===== src/rtl/imu_rd_seq.sv =====
// IMU read sequencer: waits out the gyro power-up time, writes three
// configuration registers over an SPI monarch, then on each data-ready
// interrupt reads the yaw-rate low and high bytes and presents a 16-bit
// sample with a one-cycle valid pulse.
module imu_rd_seq #(
  parameter int unsigned TMR_BITS = 16
) (
  input  logic        clk,
  input  logic        rst,
  input  logic        INT,
  input  logic        done,
  input  logic [15:0] inert_data,
  output logic        wrt,
  output logic [15:0] cmd,
  output logic [15:0] yaw_rt,
  output logic        vld,
  output logic        init_done
);

  // Each transaction has an issue state (the wrt cycle, where done is
  // still stale) followed by a wait state that watches done.
  localparam logic [3:0] StWaitTmr = 4'd0;
  localparam logic [3:0] StInit1   = 4'd1;
  localparam logic [3:0] StInit1W  = 4'd2;
  localparam logic [3:0] StInit2   = 4'd3;
  localparam logic [3:0] StInit2W  = 4'd4;
  localparam logic [3:0] StInit3   = 4'd5;
  localparam logic [3:0] StInit3W  = 4'd6;
  localparam logic [3:0] StIdle    = 4'd7;
  localparam logic [3:0] StRdL     = 4'd8;
  localparam logic [3:0] StRdLW    = 4'd9;
  localparam logic [3:0] StRdH     = 4'd10;
  localparam logic [3:0] StRdHW    = 4'd11;

  localparam logic [15:0] CmdInit1 = 16'h0D02;
  localparam logic [15:0] CmdInit2 = 16'h1160;
  localparam logic [15:0] CmdInit3 = 16'h1440;
  localparam logic [15:0] CmdRdL   = 16'hA600;
  localparam logic [15:0] CmdRdH   = 16'hA700;

  // wrt is registered, so it is requested one count early; it is then
  // high in the same cycle the counter reads all-ones.
  localparam logic [TMR_BITS-1:0] TmrPre = {TMR_BITS{1'b1}} - TMR_BITS'(1);

  logic [3:0]          r_state;
  logic [TMR_BITS-1:0] r_tmr;
  logic                r_int_ff1;
  logic                r_int_ff2;
  logic                r_wrt;
  logic [15:0]         r_cmd;
  logic [7:0]          r_low;
  logic [15:0]         r_yaw;
  logic                r_vld;
  logic                r_init_done;

  logic [3:0]          w_state;
  logic [TMR_BITS-1:0] w_tmr;
  logic                w_wrt;
  logic [15:0]         w_cmd;
  logic [7:0]          w_low;
  logic [15:0]         w_yaw;
  logic                w_vld;
  logic                w_init_done;

  // Next-state and registered-output decode.
  always_comb begin
    w_state     = r_state;
    w_tmr       = r_tmr;
    w_wrt       = 1'b0;
    w_cmd       = r_cmd;
    w_low       = r_low;
    w_yaw       = r_yaw;
    w_vld       = 1'b0;
    w_init_done = r_init_done;
    case (r_state)
      StWaitTmr: begin
        w_tmr = r_tmr + TMR_BITS'(1);
        if (r_tmr == TmrPre) begin
          w_wrt   = 1'b1;
          w_cmd   = CmdInit1;
          w_state = StInit1;
        end
      end
      StInit1: w_state = StInit1W;
      StInit1W: begin
        if (done) begin
          w_wrt   = 1'b1;
          w_cmd   = CmdInit2;
          w_state = StInit2;
        end
      end
      StInit2: w_state = StInit2W;
      StInit2W: begin
        if (done) begin
          w_wrt   = 1'b1;
          w_cmd   = CmdInit3;
          w_state = StInit3;
        end
      end
      StInit3: w_state = StInit3W;
      StInit3W: begin
        if (done) begin
          w_init_done = 1'b1;
          w_state     = StIdle;
        end
      end
      StIdle: begin
        if (r_int_ff2) begin
          w_wrt   = 1'b1;
          w_cmd   = CmdRdL;
          w_state = StRdL;
        end
      end
      StRdL: w_state = StRdLW;
      StRdLW: begin
        if (done) begin
          w_low   = inert_data[7:0];
          w_wrt   = 1'b1;
          w_cmd   = CmdRdH;
          w_state = StRdH;
        end
      end
      StRdH: w_state = StRdHW;
      StRdHW: begin
        if (done) begin
          // Low byte is only ever exposed together with its high byte.
          w_yaw   = {inert_data[7:0], r_low};
          w_vld   = 1'b1;
          w_state = StIdle;
        end
      end
      default: w_state = StWaitTmr;
    endcase
  end

  // State, datapath and INT synchroniser with synchronous reset.
  always_ff @(posedge clk) begin
    if (rst) begin
      r_state     <= StWaitTmr;
      r_tmr       <= '0;
      r_int_ff1   <= 1'b0;
      r_int_ff2   <= 1'b0;
      r_wrt       <= 1'b0;
      r_cmd       <= 16'h0000;
      r_low       <= 8'h00;
      r_yaw       <= 16'h0000;
      r_vld       <= 1'b0;
      r_init_done <= 1'b0;
    end else begin
      r_state     <= w_state;
      r_tmr       <= w_tmr;
      r_int_ff1   <= INT;
      r_int_ff2   <= r_int_ff1;
      r_wrt       <= w_wrt;
      r_cmd       <= w_cmd;
      r_low       <= w_low;
      r_yaw       <= w_yaw;
      r_vld       <= w_vld;
      r_init_done <= w_init_done;
    end
  end

  assign wrt       = r_wrt;
  assign cmd       = r_cmd;
  assign yaw_rt    = r_yaw;
  assign vld       = r_vld;
  assign init_done = r_init_done;

endmodule


===== config.mk =====
export PLATFORM = sky130hd
export DESIGN_NAME = imu_rd_seq
export DESIGN_NICKNAME = d
export VERILOG_FILES = /design/src/rtl/imu_rd_seq.sv
export SDC_FILE = /design/constraint.sdc
export NUM_CORES = 1
export LEC_CHECK = 0
export CAP_MARGIN = 40
export CORE_MARGIN = 5
export CORE_UTILIZATION = 49
export CTS_CLUSTER_SIZE = 24
export DETAILED_ROUTE_END_ITERATION = 8
export PLACE_DENSITY = 0.78
export SYNTH_ARGS = -nofsm -noshare
export SYNTH_HDL_FRONTEND = slang
export SYNTH_SLANG_ARGS = --single-unit
export TNS_END_PERCENT = 100

===== constraint.sdc =====
create_clock -name clk -period 1.74 [get_ports clk]
set_input_delay 0.348 -clock clk [delete_from_list [all_inputs] [get_ports clk]]
set_output_delay 0.348 -clock clk [all_outputs]
set_load 0.05 [all_outputs]

Word level (Yosys, flattened, before mapping) --
Index checks and enable logic that the tools add are counted.
Storage, ports and cells: latch bits 0, bits in read-only memories 0, memories kept 0, bits in writable memories 0, output and inout port bits 35, register bits after elaboration 65
Operators by class: bitwise gates (word level) 1, mux-type cells 17, add/sub/neg operators 1, divide/modulo/power cells 0, shifts and indexed selects 0, $mul 0, reductions and logical operators 10, eq/ne operators 18, $lt $le $gt $ge 0
Operators by type and width (number):
- $mux W16 | 5
- $pmux W16 S5 | 1
- $pmux W4 S11 | 1
- $mux W4 | 6
- $add A16 B1 Y16 const B | 1
- $eq A16 B16 Y1 const B | 1
- $eq A4 B3 Y1 const B | 4
- $eq A4 B4 Y1 const B | 4
- $reduce_and A6 Y1 | 2
- $ne A2 B2 Y1 const B | 5
- $eq A4 B2 Y1 const B | 2
- $reduce_and A2 Y1 | 3
- $reduce_bool A5 Y1 | 1
- $eq A4 B1 Y1 const B | 1
- $logic_not A4 Y1 | 1
- $reduce_or A2 Y1 | 2
- $mux W1 | 3
- $pmux W1 S3 | 1
- $reduce_or A3 Y1 | 1
- $ne A2 B1 Y1 const B | 1
- $not A1 Y1 | 1

Longest topological paths before layout --
depth after elaboration 4, mapped depth 8, depth with buffers taken out 6

Worst setup path before layout --
OpenSTA, ideal clock, no wires.
kind input port to flip-flop, from input port done, to register r_cmd[10], in the netlist cmd[10], path slack 0.173 ns, buffers on the path 1, arrival 1.434 ns, data required time 1.607 ns, stages 6, cell sequence buf_4 inv_1 maj3_2 o31ai_2 nand3_1 nor3b_1
Between the ends: cells in the longest elaborated chain, start to end 2
RTL lines:
- from (decl) | RTL line 11 | input logic done,
- $ne A2 B2 Y1 (no source line)
- $reduce_and A6 Y1 (no source line) (*)
- to (signal assigned) | RTL line 155 | r_cmd <= w_cmd;
- to (decl) | RTL line 50 | logic [15:0] r_cmd;
Every way passes the cells marked *; elsewhere a longest branch is shown, timed or not. A chain may end at the register's enable or synchronous reset.

Final worst setup path --
from input port done, to register r_cmd[12], in the netlist cmd[12]
Same word-level chain as after synthesis.

==> metrics.md <==
| Metric | Value |
|---|---|
| Async SR Flop Fraction | 0% |
| Starting DRC count in detailed routing | between 100 and 150 |
| Cts hold-fix bufs | 0 |
| Clk sinks | 55 |
| Unrepaired setup endpoints after global routing | false |
| Pre-CTS WS | -232 ps |
| Largest net degree at the start of global routing | 27 |
| Pint | 1.74 mW |
| CTS Buf Count | 5 |
| CTS H-Tree Depth | 2 |
| Fraction of layout cells with a size suffix above 1 | a little over a fifth |
| Max Fclk | 602 MHz |
| Post-CTS Resized | 0 |
| Nets | 347 |
| DIE AREA | about 6400 um2 |
| Setup TNS | 0 ps |
| I/O Pins | 55 |
| Clock root buffer | clkbuf_8 |
| Avg Inst Size Synth | 8.55 um2 |
| Outcome | finished clean |
| # setup viols final | 0 |
| Net Sw Frac | 22.0% |
| P&R area growth vs syn | 24.3% |
| TritonCTS clock tree | done |
| Clock Power Share | 38.2% |
| PortBufs | 40 |
| Vias per inst | about 5.1 |
| Post-synth EDFFs | 0 |
| Warnings from Yosys | 0 |
| Die Wd | 80.0 um |
| Global-route wire length before repair | a little over 8000 um |
| CP startpoint kind | primary input |
| Dominant cell type by area after synthesis | dfxtp_1 |
| Final setup slack of the worst path | between 70 and 80 ps |
| Max Root-Sink Buffers | 2 |
| Hold Crit Class | primary input to flop |
| Core Area | ~4800 um2 |
| Initial antenna violation count | 0 |
| Syn Inst Count | 281 |
| FF-to-FF Start | r_tmr[4]$_SDFFE_PP0N_ |
| Leakage Power | 1.11 nW |
| FF-to-FF path depth | 5 |
| Worst Min Path Start | rst |
| GRT Util Overall | 16.0% |
| Unique masters post-synth | 45 |
| Vias after detailed routing | between 1.5k and 2k |
| Final WL | 4900 um |
| Top-area cell type share of the netlist area | 45.8% |
| Drt pass-1 iters | 4 |
| Kind of critical path | primary input to flop |
| Clk slew on worst S/H paths | 100 ps |
| Grt total ovfl | 0 |
| Initial core utilization | 50.5% |
| Post-route antenna net violation count | 0 |
| Clk Latency, worst-skew pair | 300 ps |
| Post-Syn Area | about 2400 um2 |
| Gate power share | 4.7% |
| Placed cell areas | 2850 um2 |
| Critical path peak fanout | 4 |
| WHS | 443 ps |
| Diodes inserted | 0 |
| Power share of the sequential group | 57.1% |
| Remaining DRCs | 0 |
| MaxCap Viol Count | 0 |
| CP required | 1930 ps |
| Top_reg_cell synth | dfxtp_1 |
| Peak VDD IR | 0.000490 V |
| Gp weighted congestion | 0.851 |
| Net switching power figure | 0.491 mW |
| CP arrival | 1850 ps |
| Vias in the first global route | between 1.5k and 2k |
| Crit path to | cmd[12]$_SDFFE_PP0P_ |
| Cells after DPL | 385 |
| Flops & latches, synth | 55 |
| Final period utilization | 95.5% |
| Hpwl dp | about 3500 um |
| Power per standard cell area | 747 nW/um2 |
| FF-to-FF setup slack | around 110 ps |
| Worst Setup SP | done |
| Post-CTS Setup Repair Bufs | 0 |
| Row count | 25 |
| Sequential share of the synthesized area | between 40 and 50% |
| Final Cell Area | 2990 um2 |
| Tmin final | 1660 ps |
| Critical Path End Type | flop |
| Max-slew violations | 0 |
| Post-Layout Cell Count | a little under 400 |
| WL/cell | ~12 um |
| Tot Pwr | 2.23 mW |
| Final Util | 62.8% |
| Final hold vios | 0 |
| Chip height | 80.0 um |
| Final Skew | between 5 and 6 ps |
| Reg2reg end | cmd[12]$_SDFFE_PP0P_ |
| Main area contributors after synthesis | dfxtp_1 (46%), nand2_1 (6.7%), a21oi_1 (5.2%) |
[per-layer routing]
metal | up-vias | GRT usage, % | share of wire, % | routed length, um
li1 | 1015 | - | - | -
met1 | 928 | 20.9 | 46 | 2270
met2 | 42 | 25.7 | 49 | 2400
met3 | 4 | 3.50 | 3.7 | 183
met4 | 0 | 5.91 | 0.94 | 46
met5 | - | 0 | 0 | 0
[final cells by class]
cell class / instances / area, um2
fillers: 433 / 1770
multi-input cells: 198 / 1170
flip-flops and latches: 55 / 1100
repair buffers: 59 / 490
well taps: 67 / 83.8
clock buffers: 5 / 68.8
clock inverters: 3 / 47.5
inverters: 6 / 22.5
[critical path, cell delays in order]
cell             delay, ps
clkdlybuf4s50_1        500
inv_1                   70
maj3_2                 320
o31a_1                 290
nor2_1                 210
o21ai_0                120
[state kept, by name, summed over array words and instances (netlist names)]
signal and cells:
vld 1, wrt 1, r_tmr 16, r_int_ff2 1, yaw_rt 16, r_low 8, cmd 6, r_state 4
r_int_ff1 1, init_done 1
[Yosys cell counts (2+ instances only)]
library cell  number
o31a_1             2
buf_4             11
buf_1              2
nor3_1             8
buf_2              6
and3_1             5
nor2_1            29
xnor2_1            9
nor3b_1            2
nand3_1            6
nand2_1           43
o21ai_0            8
ha_1               2
nand4_1            4
o22ai_1            2
xor2_1             6
o31ai_2            2
or3_1              2
dfxtp_1           55
inv_1              6
a21oi_1           25
nand2b_1           5
nor2b_1            4
mux2i_1            9
clkbuf_1           8
[cells in the final DEF, fill, tap and decap left out, drive strengths merged, types with 6 or more instances in the layout]
| cell type | count |
|---|---|
| nand3 | 6 |
| conb | 6 |
| nor2 | 30 |
| mux2i | 9 |
| nand2 | 44 |
| xnor2 | 9 |
| buf | 49 |
| dfxtp | 55 |
| o21ai | 9 |
| inv | 7 |
| a21oi | 25 |
| xor2 | 6 |
| nor3 | 9 |
| clkdlybuf4s50 | 10 |
[kinds of logic after synthesis]
| logic type | Yosys count | synth area share (%) |
|---|---|---|
| AOI/OAI and AO/OA | 48 | 12.3 |
| xor gates and xnor gates | 15 | 5.47 |
| adders and majority gates | 3 | 1.51 |
| buffers and inverters | 33 | 7.19 |
| DFF | 55 | 45.8 |
| muxes | 10 | 4.22 |
| other | 1 | 0.156 |
| and+or+nand+nor | 116 | 23.3 |
[worst min path at each step]
stage	endpoint	slack [ps]	cells past startpoint
after CTS	init_done$_SDFFE_PP0P_	440	2
final	init_done$_SDFFE_PP0P_	440	2
after global routing	r_low[2]$_SDFFE_PP0P_	460	2
after floorplan	r_int_ff2$_SDFF_PP0_	410	1
after detailed placement	yaw_rt[4]$_SDFFE_PP0P_	440	2
after global placement	r_int_ff2$_SDFF_PP0_	420	1
[power by group through the flow]
stage                     clock [mW]  combinational, mW  sequential (mW)
after floorplan                    0             0.0767             1.30
after global placement             0              0.104             1.30
after detailed placement           0              0.104             1.30
after CTS                      0.880              0.105             1.27
after global routing           0.944              0.113             1.28
final                          0.853              0.105             1.27
Note: power is estimated with default switching activity, not from simulation.
